**src/rtl/serial_add_seq.sv**
```systemverilog
// Bit-serial adder sequencer driving an external 1-bit full adder, one bit pair per clock.
// Optional signed-overflow output is enabled with `define SERIAL_ADD_OVF_EN.
module serial_add_seq #(
    parameter int WIDTH = 8
) (
    input  logic             hz100,
    input  logic             reset,
    input  logic             start,
    input  logic [WIDTH-1:0] a,
    input  logic [WIDTH-1:0] b,
    input  logic             cin,
    output logic             fa_a,
    output logic             fa_b,
    output logic             fa_ci,
    input  logic             fa_s,
    input  logic             fa_co,
    output logic             busy,
    output logic             done,
    output logic [WIDTH-1:0] sum,
    output logic             cout
`ifdef SERIAL_ADD_OVF_EN
    ,
    output logic             ovf
`endif
);

    localparam int CW = (WIDTH > 2) ? $clog2(WIDTH) : 1;
    localparam logic [CW-1:0] LAST = CW'(WIDTH - 1);

    typedef enum logic [1:0] {
        S_IDLE = 2'd0,
        S_RUN  = 2'd1,
        S_DONE = 2'd2
    } state_t;

    state_t           r_state;
    logic [WIDTH-1:0] r_areg;
    logic [WIDTH-1:0] r_breg;
    logic             r_creg;
    // Only the upper WIDTH-1 result bits need storing; the newest bit arrives on fa_s.
    logic [WIDTH-2:0] r_acc;
    logic [CW-1:0]    r_cnt;
    logic [WIDTH-1:0] r_sum;
    logic             r_cout;
    logic             r_busy;
    logic             r_done;
    logic [WIDTH-1:0] w_acc_full;

    assign w_acc_full = {fa_s, r_acc};

    assign fa_a  = r_areg[0];
    assign fa_b  = r_breg[0];
    assign fa_ci = r_creg;
    assign busy  = r_busy;
    assign done  = r_done;
    assign sum   = r_sum;
    assign cout  = r_cout;

    // Sequencer: operand load, per-bit shift, result capture and handshake flags.
    always_ff @(posedge hz100 or negedge reset) begin
        if (!reset) begin
            r_state <= S_IDLE;
            r_areg  <= {WIDTH{1'b0}};
            r_breg  <= {WIDTH{1'b0}};
            r_creg  <= 1'b0;
            r_acc   <= {(WIDTH-1){1'b0}};
            r_cnt   <= {CW{1'b0}};
            r_sum   <= {WIDTH{1'b0}};
            r_cout  <= 1'b0;
            r_busy  <= 1'b0;
            r_done  <= 1'b0;
        end else begin
            case (r_state)
                S_IDLE: begin
                    r_done <= 1'b0;
                    if (start) begin
                        r_areg  <= a;
                        r_breg  <= b;
                        r_creg  <= cin;
                        r_cnt   <= {CW{1'b0}};
                        r_busy  <= 1'b1;
                        r_state <= S_RUN;
                    end else begin
                        r_busy  <= 1'b0;
                    end
                end
                S_RUN: begin
                    r_acc  <= (WIDTH-1)'(w_acc_full >> 1);
                    r_creg <= fa_co;
                    r_areg <= r_areg >> 1;
                    r_breg <= r_breg >> 1;
                    r_cnt  <= r_cnt + CW'(1);
                    if (r_cnt == LAST) begin
                        r_sum   <= w_acc_full;
                        r_cout  <= fa_co;
                        r_done  <= 1'b1;
                        r_state <= S_DONE;
                    end else begin
                        r_done  <= 1'b0;
                    end
                end
                S_DONE: begin
                    r_done  <= 1'b0;
                    r_busy  <= 1'b0;
                    r_state <= S_IDLE;
                end
                default: begin
                    r_done  <= 1'b0;
                    r_busy  <= 1'b0;
                    r_state <= S_IDLE;
                end
            endcase
        end
    end

`ifdef SERIAL_ADD_OVF_EN
    logic r_ovf;
    assign ovf = r_ovf;

    // Signed overflow is the carry into the MSB xor the carry out of it.
    always_ff @(posedge hz100 or negedge reset) begin
        if (!reset) begin
            r_ovf <= 1'b0;
        end else if (r_state == S_RUN && r_cnt == LAST) begin
            r_ovf <= r_creg ^ fa_co;
        end else begin
            r_ovf <= r_ovf;
        end
    end
`endif

endmodule

```
**config.mk**
```make
export PLATFORM = sky130hd
export DESIGN_NAME = serial_add_seq
export DESIGN_NICKNAME = d
export VERILOG_FILES = /design/src/rtl/serial_add_seq.sv
export SDC_FILE = /design/constraint.sdc
export NUM_CORES = 1
export LEC_CHECK = 0
export BUFFER_PORTS_ARGS = -buffer_cell sky130_fd_sc_hd__buf_2
export CORE_MARGIN = 2
export CORE_UTILIZATION = 58
export DETAILED_ROUTE_END_ITERATION = 6
export PLACE_DENSITY_LB_ADDON = 0.25
export SETUP_SLACK_MARGIN = 0.2
export SLEW_MARGIN = 20
export SYNTH_ARGS = -nofsm -noshare
export SYNTH_HDL_FRONTEND = slang
export SYNTH_SLANG_ARGS = --single-unit
```
**constraint.sdc**
```tcl
create_clock -name hz100 -period 4.3 [get_ports hz100]
set_input_delay 0.86 -clock hz100 [delete_from_list [all_inputs] [get_ports hz100]]
set_output_delay 0.86 -clock hz100 [all_outputs]
set_load 0.02 [all_outputs]
```
==> key figures <==
Setup path
  – RR Endpoint: r_acc[2]$_DFFE_PN0P_
  – CP required: 3.44 ns
  – Critical-path top delay cell: dfrtp_1
  – Worst path cell trace: buf_2
  – Worst r2r path cells: 2
  – CP Buf/Inv Count: 1
  – Crit path largest cell delay: 0.41 ns
  – Crit Path Class: register to primary output
  – Critical path's top delay family: flip-flops
  – RR Startpoint: r_state[1]$_DFFE_PN0P_
  – Flop2flop setup slack: 2.63 ns
  – Worst Setup End Kind: primary output
  – Critical Path AT: 0.93 ns
  – Crit-path max FO: 2
  – Worst Setup Start Kind: register

Drt
  – DRT Pass-1 Iters: 4
  – Routed Antenna Nets: 0
  – Via count: 1,232
  – Drt total wl: 3200 µm
  – Initial DRC Count: 43
  – DRC: 0
  – DR WL/cell: 14.5 µm
  – Number of vias per cell: 5.60

Timing
  – Fin. max-slew vios: 0
  – Final hold viol count: 0
  – RSZ-0062 raised after global routing: false
  – Max Freq: 0.559 GHz
  – Final setup fails: 0
  – Post-route setup TNS: 0 ns
  – Worst setup margin: 2.51 ns
  – Final Critical Period: 1.79 ns
  – Layout Skew: 0.0162 ns
  – Max transition margin: 43.0%
  – Worst Max-Slew Pin Slew: 0.855 ns
  – Final Cycle Share: 41.6%

Yosys
  – Synth top area cells: dfrtp_1 (55%), mux2_2 (9.8%), nor4b_1 (6.2%)
  – Mean post-synth cell area: 12.6 µm²
  – Sequential fraction of the synthesis area: 54.6%
  – Post-Syn Area: 0.00183 mm²
  – Largest area contributor in the netlist: dfrtp_1
  – Synth warnings: 0
  – Top-count cell post-synth: dfrtp_1
  – Top-area cell type share of the netlist area: 54.6%
  – Mapped Cells: 146
  – Syn Nets: 170
  – Post-synth top cells: dfrtp_1 (40), mux2_2 (16), inv_1 (15), nor3b_1 (13), nor4b_1 (13)
  – Ys flop type: dfrtp_1
  – Post-synthesis register bit count: 40
  – Post-synth EDFFs: 0
  – Synth cell types: 26
  – Async SR Flop Fraction: 100%

CTS
  – Num CTS Buffers: 5
  – Reg clk slew, reported paths: 0.12 ns
  – Clock Tree Buf Depth: 2
  – CTS sink cnt: 40
  – Root Buffer: clkbuf_4
  – Htree depth: 2
  – CTS tree: built
  – Cts repair resizes: 0
  – Worst-Skew Late Latency: 0.35 ns
  – # hold bufs at CTS: 0
  – Post-CTS Setup Bufs: 0

Hold path
  – Hold path cells: 1
  – Min-delay src: sum[3]$_DFFE_PN0P_
  – Hold Crit Endpoint: sum[3]$_DFFE_PN0P_
  – HP Class: register to register

Placed design
  – GP Congestion: 0.701
  – Port bufs: 35
  – Post-Place Worst Slack: 2.29 ns
  – Placed insts: 212
  – Post-DP HPWL: 2100 µm

Floorplan
  – Core area: 0.00303 mm²
  – Die H: 60.2 µm
  – Starting Density: 60.6%
  – Die width: 60.2 µm
  – # rows: 20
  – Area of the die: 0.00363 mm²
  – I/O pin count: 36

Layout
  – Nets: 199
  – Layout cells sized above 1: 36.9%
  – # diodes: 0
  – Non-Filler Instances: 220
  – Synthesis-to-layout area growth: 12.1%
  – Finished Core Util: 67.9%

Power and ir drop
  – Worst vdd ir: 372 µV
  – Overall Power: 1.44 mW
  – PwrDens: 700 mW/mm²
  – Static Leak: 0.968 nW

Global route
  – Initial antenna violation count: 0
  – Number of global-route vias before repair: 1,193
  – Global-route wire length before repair: 5380 µm
  – Grt ovf: 0
  – Gr usage total: 20.5%
  – Largest net degree at the start of global routing: 41

Flow run
  – Max cap viols: 0

Status
  – Outcome: complete, no violations
==> flip-flops by register name, indices dropped and copies added (netlist names) <==
name / cells
busy: 1
cout: 1
done: 1
fa_ci: 1
r_acc: 7
r_areg: 8
r_breg: 8
r_cnt: 3
r_state: 2
sum: 8
==> cells in the final DEF, fill, tap and decap left out, types with 2 or more instances in the layout <==
cell      instances
nor4bb_1          2
nor3b_1          13
ha_1              2
buf_2            35
a21oi_1           2
dfrtp_1          38
a22o_1            2
a211oi_1         12
dfrtp_2           2
clkbuf_4          5
nand2b_1          3
mux2_2           16
inv_1            15
or4b_1            2
nor4b_1          13
o221a_2           2
==> how the worst max path moves through the flow <==
| stage | from | to | slack (ns) | depth (start not counted) |
|---|---|---|---|---|
| global placement | start | r_breg[0]$_DFFE_PN0P_ | 2.35 | 3 |
| floorplan | start | r_areg[4]$_DFFE_PN0P_ | 2.64 | 4 |
| CTS | r_state[0]$_DFFE_PN0P_ | r_acc[2]$_DFFE_PN0P_ | 2.28 | 2 |
| detailed placement | r_state[0]$_DFFE_PN0P_ | r_acc[2]$_DFFE_PN0P_ | 2.29 | 2 |
| global route | fa_ci$_DFFE_PN0P_ | fa_ci | 2.46 | 1 |
| finish | fa_ci$_DFFE_PN0P_ | fa_ci | 2.51 | 1 |
==> report_power, final <==
part | switching, mW | internal, mW | leakage, nW
Clock | 0.120 | 0.0801 | 0.0315
Combinational | 0.261 | 0.274 | 0.466
Sequential | 0.148 | 0.554 | 0.471
==> cell type report <==
class                      count  area, µm²
inverter                      15       56.3
clock inverter                 1       7.51
sequential                    40       1000
fill                         251        972
multi-input combinational     78        703
clock buffer                   7       55.1
timing repair buffer          35        175
tap                           44       55.1
==> through the flow <==
step,hold WS (ns),area [µm²]
floorplan,0.451,1830
global placement,0.462,1990
detailed placement,0.488,1990
CTS,0.514,2050
global route,0.532,2060
finish,0.514,2060
==> logic make-up (layout without fill, tap and decap cells) <==
logic type,Yosys count,in the layout,share of synthesized area (%)
AO/OA/AOI/OAI,23,23,10.2
adder cells (fa/ha/maj),2,2,1.36
buffers and inverters,28,58,7.09
flip-flops,40,40,54.6
multiplexers,17,17,10.4
AND/OR/NAND/NOR,36,36,16.4
==> routing by layer <==
metal / part of all wire (%) / wire length (µm) / vias to the layer above / track usage, %
li1: - / - / 584 / -
met1: 48 / 1530 / 620 / 27.2
met2: 48 / 1530 / 26 / 31.2
met3: 3.9 / 126 / 2 / 6.49
met4: 0.44 / 14 / 0 / 7.94
met5: 0 / 0 / - / 0
Power figures use the tool's default switching activity.
